**src/rtl/adder_pipe_nbit_if.sv**
```systemverilog
// adder_pipe_nbit_if -- streaming bus for the pipelined adder.
//
// Groups the input beat (in_valid/in_ready, A, B, cin) and the result beat
// (out_valid/out_ready, SUM) of adder_pipe_nbit.
//   master : producer/consumer side (drives operands and out_ready)
//   slave  : the adder itself
// Optional macro ADDER_PIPE_SUB_EN adds the per-beat `sub` select.
interface adder_pipe_nbit_if #(
  parameter int unsigned WIDTH = 16
);
  logic             in_valid;
  logic             in_ready;
  logic [WIDTH-1:0] A;
  logic [WIDTH-1:0] B;
  logic             cin;
`ifdef ADDER_PIPE_SUB_EN
  logic             sub;
`endif
  logic             out_valid;
  logic             out_ready;
  logic [WIDTH:0]   SUM;

  modport master (
    output in_valid, A, B, cin,
`ifdef ADDER_PIPE_SUB_EN
    output sub,
`endif
    output out_ready,
    input  in_ready, out_valid, SUM
  );

  modport slave (
    input  in_valid, A, B, cin,
`ifdef ADDER_PIPE_SUB_EN
    input  sub,
`endif
    input  out_ready,
    output in_ready, out_valid, SUM
  );
endinterface

```
**src/rtl/adder_pipe_nbit.sv**
```systemverilog
// adder_pipe_nbit -- pipelined unsigned adder, WIDTH bits in SEG-bit segments.
//
// One register stage per segment; the carry ripples one segment per cycle so
// the critical path is a single SEG-bit add. Latency is STAGES = WIDTH/SEG
// cycles, throughput one beat per cycle.
//
// Ports:
//   clk  : rising-edge clock
//   rst  : synchronous reset, active-high (clears valid and data registers)
//   bus  : adder_pipe_nbit_if.slave
//          in_valid/in_ready, A, B, cin   -> operand beat
//          out_valid/out_ready, SUM       -> result beat, SUM[WIDTH] = carry-out
//
// Flow control: a single global enable en = out_ready | ~out_valid advances
// every stage together (bubbles are not squeezed out); in_ready = en.
//
// Optional macro ADDER_PIPE_SUB_EN: adds bus.sub; a beat with sub=1 computes
// A + ~B + 1 (cin ignored), i.e. A - B with SUM[WIDTH]=1 meaning no borrow.
module adder_pipe_nbit #(
  parameter int unsigned WIDTH = 16,
  parameter int unsigned SEG   = 4
) (
  input  logic              clk,
  input  logic              rst,
  adder_pipe_nbit_if.slave  bus
);

  localparam int unsigned STAGES = WIDTH / SEG;

  if (SEG < 1) begin : g_chk_seg
    $error("adder_pipe_nbit: SEG must be at least 1");
  end
  if (((SEG == 0) ? 0 : (WIDTH % SEG)) != 0) begin : g_chk_div
    $error("adder_pipe_nbit: WIDTH must be a multiple of SEG");
  end

  logic             en;
  logic [WIDTH-1:0] b_eff;
  logic             cin_eff;

`ifdef ADDER_PIPE_SUB_EN
  // Subtract as A + ~B + 1: the forced carry-in replaces cin for this beat.
  assign b_eff   = bus.sub ? ~bus.B : bus.B;
  assign cin_eff = bus.sub | bus.cin;
`else
  assign b_eff   = bus.B;
  assign cin_eff = bus.cin;
`endif

  // Each stage k sees only the operand bits not yet consumed (PW wide, the
  // current segment in the low SEG bits) and accumulates a (k+1)*SEG-bit
  // partial sum, so every stored bit is actually used downstream.
  for (genvar k = 0; k < STAGES; k++) begin : g_stage
    localparam int unsigned PW = WIDTH - k * SEG;
    localparam int unsigned SW = (k + 1) * SEG;

    logic [PW-1:0] a_p;
    logic [PW-1:0] b_p;
    logic          c_p;
    logic          v_p;
    logic [SEG:0]  seg_sum;
    logic [SW-1:0] s_d;
    logic          v_q;
    logic          c_q;
    logic [SW-1:0] s_q;

    if (k == 0) begin : g_src
      assign a_p = bus.A;
      assign b_p = b_eff;
      assign c_p = cin_eff;
      assign v_p = bus.in_valid & en;
      assign s_d = seg_sum[SEG-1:0];
    end else begin : g_src
      assign a_p = g_stage[k-1].g_fwd.a_q;
      assign b_p = g_stage[k-1].g_fwd.b_q;
      assign c_p = g_stage[k-1].c_q;
      assign v_p = g_stage[k-1].v_q;
      assign s_d = {seg_sum[SEG-1:0], g_stage[k-1].s_q};
    end

    assign seg_sum = {1'b0, a_p[SEG-1:0]} + {1'b0, b_p[SEG-1:0]}
                   + {{SEG{1'b0}}, c_p};

    always_ff @(posedge clk) begin
      if (rst) begin
        v_q <= 1'b0;
        c_q <= 1'b0;
        s_q <= '0;
      end else if (en) begin
        v_q <= v_p;
        c_q <= seg_sum[SEG];
        s_q <= s_d;
      end
    end

    // Upper operand segments still waiting for their stage.
    if (k < STAGES - 1) begin : g_fwd
      logic [PW-SEG-1:0] a_q;
      logic [PW-SEG-1:0] b_q;

      always_ff @(posedge clk) begin
        if (rst) begin
          a_q <= '0;
          b_q <= '0;
        end else if (en) begin
          a_q <= a_p[PW-1:SEG];
          b_q <= b_p[PW-1:SEG];
        end
      end
    end
  end

  assign bus.out_valid = g_stage[STAGES-1].v_q;
  assign bus.SUM       = {g_stage[STAGES-1].c_q, g_stage[STAGES-1].s_q};
  assign en            = bus.out_ready | ~bus.out_valid;
  assign bus.in_ready  = en;

endmodule

```
**src/flat_wrapper.sv**
```systemverilog
// flat-port wrapper written by rule: the top's interface ports become plain ports
module adder_pipe_nbit_flat 
#(
  parameter int unsigned WIDTH = 16,
  parameter int unsigned SEG   = 4
)
  (clk, rst, bus_in_valid, bus_A, bus_B, bus_cin, bus_out_ready, bus_in_ready, bus_out_valid, bus_SUM);
  adder_pipe_nbit_if #(.WIDTH(WIDTH)) bus_i ();
  input  logic clk;
  input  logic rst;
  input wire logic [$bits(bus_i.in_valid)-1:0] bus_in_valid;
  input wire logic [$bits(bus_i.A)-1:0] bus_A;
  input wire logic [$bits(bus_i.B)-1:0] bus_B;
  input wire logic [$bits(bus_i.cin)-1:0] bus_cin;
  input wire logic [$bits(bus_i.out_ready)-1:0] bus_out_ready;
  output wire logic [$bits(bus_i.in_ready)-1:0] bus_in_ready;
  output wire logic [$bits(bus_i.out_valid)-1:0] bus_out_valid;
  output wire logic [$bits(bus_i.SUM)-1:0] bus_SUM;
  assign bus_i.in_valid = bus_in_valid;
  assign bus_i.A = bus_A;
  assign bus_i.B = bus_B;
  assign bus_i.cin = bus_cin;
  assign bus_i.out_ready = bus_out_ready;
  assign bus_in_ready = bus_i.in_ready;
  assign bus_out_valid = bus_i.out_valid;
  assign bus_SUM = bus_i.SUM;
  adder_pipe_nbit #(.WIDTH(WIDTH), .SEG(SEG)) u_core (.clk(clk), .rst(rst), .bus(bus_i));
endmodule
```
**config.mk**
```make
export PLATFORM = sky130hd
export DESIGN_NAME = adder_pipe_nbit_flat
export DESIGN_NICKNAME = d
export VERILOG_FILES = /design/src/rtl/adder_pipe_nbit_if.sv /design/src/rtl/adder_pipe_nbit.sv /design/src/flat_wrapper.sv
export SDC_FILE = /design/constraint.sdc
export NUM_CORES = 1
export LEC_CHECK = 0
export CAP_MARGIN = 40
export CORE_MARGIN = 1
export CORE_UTILIZATION = 58
export DETAILED_ROUTE_END_ITERATION = 6
export GPL_TIMING_DRIVEN = 0
export PLACE_DENSITY = 0.84
export SLEW_MARGIN = 15
export SYNTH_ARGS = -nofsm -noshare
export SYNTH_HDL_FRONTEND = slang
export SYNTH_SLANG_ARGS = --single-unit
```
**constraint.sdc**
```tcl
create_clock -name clk -period 2.55 [get_ports clk]
set_input_delay 0.3825 -clock clk [delete_from_list [all_inputs] [get_ports clk]]
set_output_delay 0.3825 -clock clk [all_outputs]
set_load 0.005 [all_outputs]
```
## After elaboration in Yosys (flattened, before gate mapping)

Index checks and enable logic that the tools add are counted.

| storage, ports and cells | value |
|---|---|
| word-level logic and storage cells | 29 |
| bits of input ports | 37 |
| register bits | 96 |

| cells by class | value |
|---|---|
| bitwise gates (word level) | 3 |
| $add $sub $neg | 8 |

Operator list:

| operator | number |
|---|---|
| $add 4x4->5 | 4 |
| $add 5x1->5 | 4 |
| $and 1x1->1 | 1 |
| $not 1->1 | 1 |
| $or 1x1->1 | 1 |

## Logic depth before layout (Yosys ltp)

| logic depth | value |
|---|---|
| depth after elaboration | 3 |
| mapped depth | 6 |

## Worst setup path after synthesis

OpenSTA, ideal clock, no wires.

| path | value |
|---|---|
| path type | register to register |
| start point | register u_core.g_stage[1].g_fwd.b_q[0] |
| end point | register u_core.g_stage[2].c_q |
| required time | 2.425 ns |
| stages on the path, launching flop included | 6 |
| arrival | 1.609 ns |
| period minus slack after synthesis | 1.734 ns |
| setup slack | 0.816 ns |
| cell sequence | dfxtp_1 > fa_1 > fa_1 > a21o_1 > a211oi_1 > a211oi_1 |

| on the way | value |
|---|---|
| longest elaborated chain between the ends | 2 |

RTL lines:

| what | line | text |
|---|---|---|
| start: declaration | adder_pipe_nbit.sv:99 | `logic [PW-SEG-1:0] b_q;` |
| start signal: assignment | adder_pipe_nbit.sv:107 | `b_q <= b_p[PW-1:SEG];` |
| $add 4x4->5 | adder_pipe_nbit.sv:81 | `assign seg_sum = {1'b0, a_p[SEG-1:0]} + {1'b0, b_p[SEG-1:0]}` |
| $add 5x1->5 | adder_pipe_nbit.sv:82 | `+ {{SEG{1'b0}}, c_p};` |
| end signal: assignment | adder_pipe_nbit.sv:91 | `c_q <= seg_sum[SEG];` |
| end: declaration | adder_pipe_nbit.sv:64 | `logic c_q;` |

No other way between the ends.
A chain may end at the register's enable or synchronous reset.

## Worst setup path in the final report

| path | value |
|---|---|
| start point | input bus_out_ready |
| end point | output bus_in_ready |

| on the way | value |
|---|---|
| longest elaborated chain between the ends | 1 |

RTL lines:

| what | line | text |
|---|---|---|
| start: declaration | flat_wrapper.sv:15 | `input wire logic [$bits(bus_i.out_ready)-1:0] bus_out_ready;` |
| $or 1x1->1 | adder_pipe_nbit.sv:115 | `assign en = bus.out_ready \| ~bus.out_valid;` |
| end: declaration | flat_wrapper.sv:16 | `output wire logic [$bits(bus_i.in_ready)-1:0] bus_in_ready;` |

No other way between the ends.

==> results by group <==
Finish
  – Area of the multi-input gates: 1747 um^2
  – Area growth from synthesis to layout: 20.62%
  – Fraction of layout instances using a drive strength above 1: 7.024%
  – Number of fill cells: 526
  – Final Util: 73.54%
  – Sequential cell area: 1922 um^2
  – Layout Nets: 594
  – Antenna Cells: 0
  – Cell Count, Final, Fillers Out: 618

Yosys
  – Post-synthesis area per instance: 8.360 um^2
  – Post-synthesis cell type count: 24
  – Top-area cell type share of the netlist area: 48.81%
  – Syn Nets: 528
  – Most instantiated library cell after synthesis: sky130_fd_sc_hd__nand2_1
  – Most common library cells after synthesis: sky130_fd_sc_hd__nand2_1 (163), sky130_fd_sc_hd__dfxtp_1 (96), sky130_fd_sc_hd__a21oi_1 (84), sky130_fd_sc_hd__inv_1 (15), sky130_fd_sc_hd__nor2_1 (14)
  – Yosys warning count: 0
  – Number of enable-type register cells in the synthesized netlist: 0
  – Share of synthesized flip-flops with an asynchronous set or reset: 0%
  – Cells taking the most area after synthesis: sky130_fd_sc_hd__dfxtp_1 (49%), sky130_fd_sc_hd__nand2_1 (16%), sky130_fd_sc_hd__a21oi_1 (11%), sky130_fd_sc_hd__fa_1 (4.1%), sky130_fd_sc_hd__ha_1 (3.8%)
  – Sequential fraction of the synthesis area: 48.81%
  – Synth area leader: sky130_fd_sc_hd__dfxtp_1
  – Post-synthesis sequential element count: 96
  – Synth Instances: 471
  – Synthesized area: 3938 um^2
  – Top_reg_cell synth: sky130_fd_sc_hd__dfxtp_1

Pwr
  – Cell-internal power: 2.115 mW
  – Sequential share of power: 58.4%
  – Part of the total power dissipated in combinational logic: 10.6%
  – Static Leak: 1.878 nW
  – Switching share of total power: 24.28%
  – Total power density per cell area: 588.1 nW/um^2
  – Net Switching: 678.3 uW
  – Power share of the clock group: 31.1%
  – Peak ir drop on the vdd network: 0.0004061 V

Critical path
  – Worst path slowest cell: sky130_fd_sc_hd__clkdlybuf4s50_1
  – Required time at the worst-slack endpoint: 2.17 ns
  – Worst setup path class: in2out
  – Launching element type of the critical path: input pin
  – Crit. End Element: primary output
  – Cell seen most often among critical-path stages: sky130_fd_sc_hd__clkdlybuf4s50_1
  – Kind of cell adding the most delay to the critical path: buffers and inverters
  – Count of buffer and inverter cells on the critical path: 5
  – Data arrival time of the critical path: 1.89 ns
  – Crit-path cells: clkdlybuf4s50_1 > nor2b_4 > buf_6 > inv_4 > buf_4 > clkdlybuf4s50_1
  – Biggest cell delay along the critical path: 0.52 ns
  – Crit-path max FO: 10

Timing
  – Portion of the clock cycle consumed by the worst path in the final layout: 89.04%
  – Setup repair after global routing missed its margin: no
  – Transition time at the pin with the least slew margin: 0.5628 ns
  – Number of pins with negative max-slew slack in the final report: 0
  – Slack of the critical path: 0.2795 ns
  – Hold violation total from the final report: 0
  – Final setup fails: 0
  – Post-route clock skew: 0.008634 ns
  – Fmax: 440.4 MHz
  – Period minus WS final: 2.271 ns
  – Setup total negative slack: 0 ns
  – Slew HR: 62.48%
  – Final hold slack: 0.4509 ns

Global routing
  – Total routing resource utilization after global routing: 26.24%
  – Pin count of the biggest net entering global routing: 15
  – Sum of overflow across all layers after global routing: 0
  – Vias in the first global route: 3149
  – Antenna violations before repair: 0
  – Global-route wire length before repair: 14470 um

Placement
  – Port Buf Inserts: 55
  – DPL Wire Length: 6444 um
  – Cell Count Post-Placement: 603
  – Global placement routability congestion: 0.8621
  – Post-placement worst setup slack: 0.2016 ns

Clock tree
  – Post-CTS Resized: 0
  – Setup bufs post-CTS: 0
  – Sink Count: 96
  – Clock latency at the later pin of the worst-skew pair: 0.36 ns
  – Number of levels the H-tree was split into: 3
  – TritonCTS clock tree: built
  – Total clock buffers created by CTS: 9
  – Buffer type at the clock tree root: sky130_fd_sc_hd__clkbuf_8
  – # hold bufs at CTS: 0
  – Number of buffers between clock root and the deepest sink: 2
  – Clock transition time at the flip-flop clock pins of the worst setup and hold paths: 0.08 ns

Run status
  – Failing checks: DRC
  – Result of the run: finished with violations

Job
  – Number of max-cap violations: 0

Detailed routing
  – Mean routed wirelength per cell: 14.06 um
  – Vias per inst: 5.403
  – Routed wire length: 8690 um
  – Remaining antenna violation count: 0
  – Post-route DRC violation count: 4
  – Total via count after detailed routing: 3339
  – Drt initial violations: 176
  – TritonRoute pass-1 iters: 6

Die
  – Starting Density: 60.96%
  – Standard-cell row count: 29
  – Vert. Die Dim: 84.40 um
  – I/O pin count: 56
  – Core region area: 6459 um^2
  – Die Area: 7123 um^2
  – Die X: 84.40 um

Hold path
  – Worst min-delay path category: reg2reg
## worst paths after layout
| check | end | slack, ns | cells after the start | start |
|---|---|---|---|---|
| worst max-delay path | bus_in_ready | 0.28 | 6 | bus_out_ready |
| worst min-delay path | u_core.g_stage[3].s_q[10] | 0.45 | 2 | u_core.g_stage[3].s_q[10] |
| worst max register to register | u_core.g_stage[2].c_q | 0.70 | 5 | u_core.g_stage[1].g_fwd.b_q[0] |
| worst min register to register | u_core.g_stage[3].s_q[10] | 0.45 | 2 | u_core.g_stage[3].s_q[10] |
## power by group through the flow
stage | Sequential (mW) | Clock, mW | Combinational [mW]
after floorplan | 1.65 | 0 | 0.169
after global placement | 1.66 | 0 | 0.284
after detailed placement | 1.66 | 0 | 0.294
after CTS | 1.63 | 0.881 | 0.296
after global routing | 1.64 | 0.943 | 0.328
final | 1.63 | 0.868 | 0.295
## kinds of logic (layout without fill, tap and decap cells)
family | count (synthesis) | in the layout | share of synthesized area, %
flops | 96 | 96 | 48.81
buf+inv | 49 | 119 | 6.832
compound gates | 109 | 109 | 15.67
simple gates | 193 | 193 | 19.92
fa+ha+maj | 20 | 20 | 7.880
xor+xnor | 4 | 4 | 0.8896
## per-stage QoR
step / total power [mW] / instance area (um^2)
finish: 2.793 / 4750
global route: 2.910 / 4750
CTS: 2.806 / 4750
detailed placement: 1.958 / 4584
global placement: 1.946 / 4584
floorplan: 1.818 / 3938
## worst register-to-register path, delay by kind of cell (launching register included)
kind	cells	cell delay (ns)
AOI/OAI and AO/OA	3	0.51
adders and majority gates	2	0.88
DFF	1	0.34
## state kept, by name, summed over array words and instances (netlist names)
| name | count |
|---|---|
| u_core.bus.out_valid | 1 |
| u_core.g_stage.c_q | 4 |
| u_core.g_stage.g_fwd.a_q | 24 |
| u_core.g_stage.g_fwd.b_q | 24 |
| u_core.g_stage.s_q | 40 |
| u_core.g_stage.v_q | 3 |
## metal layers
| layer | up-vias | track usage (%) | share of wire, % |
|---|---|---|---|
| met5 | - | 0 | 0 |
| met4 | 0 | 9.245 | 0.83 |
| met3 | 7 | 5.703 | 4.1 |
| met2 | 70 | 44.86 | 50 |
| met1 | 1591 | 33.02 | 45 |
| li1 | 1671 | - | - |
## cell usage in the layout, fill, tap and decap left out, types with 2 or more instances in the layout
| cell | n |
|---|---|
| sky130_fd_sc_hd__nand2_1 | 163 |
| sky130_fd_sc_hd__dfxtp_1 | 96 |
| sky130_fd_sc_hd__a21oi_1 | 84 |
| sky130_fd_sc_hd__clkdlybuf4s50_1 | 55 |
| sky130_fd_sc_hd__inv_1 | 15 |
| sky130_fd_sc_hd__nor2_1 | 14 |
| sky130_fd_sc_hd__clkbuf_1 | 12 |
| sky130_fd_sc_hd__ha_1 | 12 |
| sky130_fd_sc_hd__buf_4 | 11 |
| sky130_fd_sc_hd__a211oi_1 | 11 |
| sky130_fd_sc_hd__nand3b_1 | 10 |
| sky130_fd_sc_hd__clkbuf_8 | 10 |
| sky130_fd_sc_hd__buf_2 | 9 |
| sky130_fd_sc_hd__fa_1 | 8 |
| sky130_fd_sc_hd__buf_6 | 4 |
| sky130_fd_sc_hd__xnor2_1 | 4 |
| sky130_fd_sc_hd__a2111o_1 | 4 |
| sky130_fd_sc_hd__o211ai_1 | 4 |
| sky130_fd_sc_hd__nor2b_1 | 3 |
| sky130_fd_sc_hd__o21ai_0 | 3 |
| sky130_fd_sc_hd__a21o_1 | 2 |
## area by class of cell
class                   instances  share of cell area [%]
flip-flops and latches         96                   40.46
multi-input cells             326                   36.78
repair buffers                 55                   11.59
plain buffers                  33                   4.347
clock buffers                  13                   3.135
well taps                      77                   2.028
inverters                      16                   1.317
clock inverters                 2                  0.3425
Note: power is estimated with default switching activity, not from simulation.
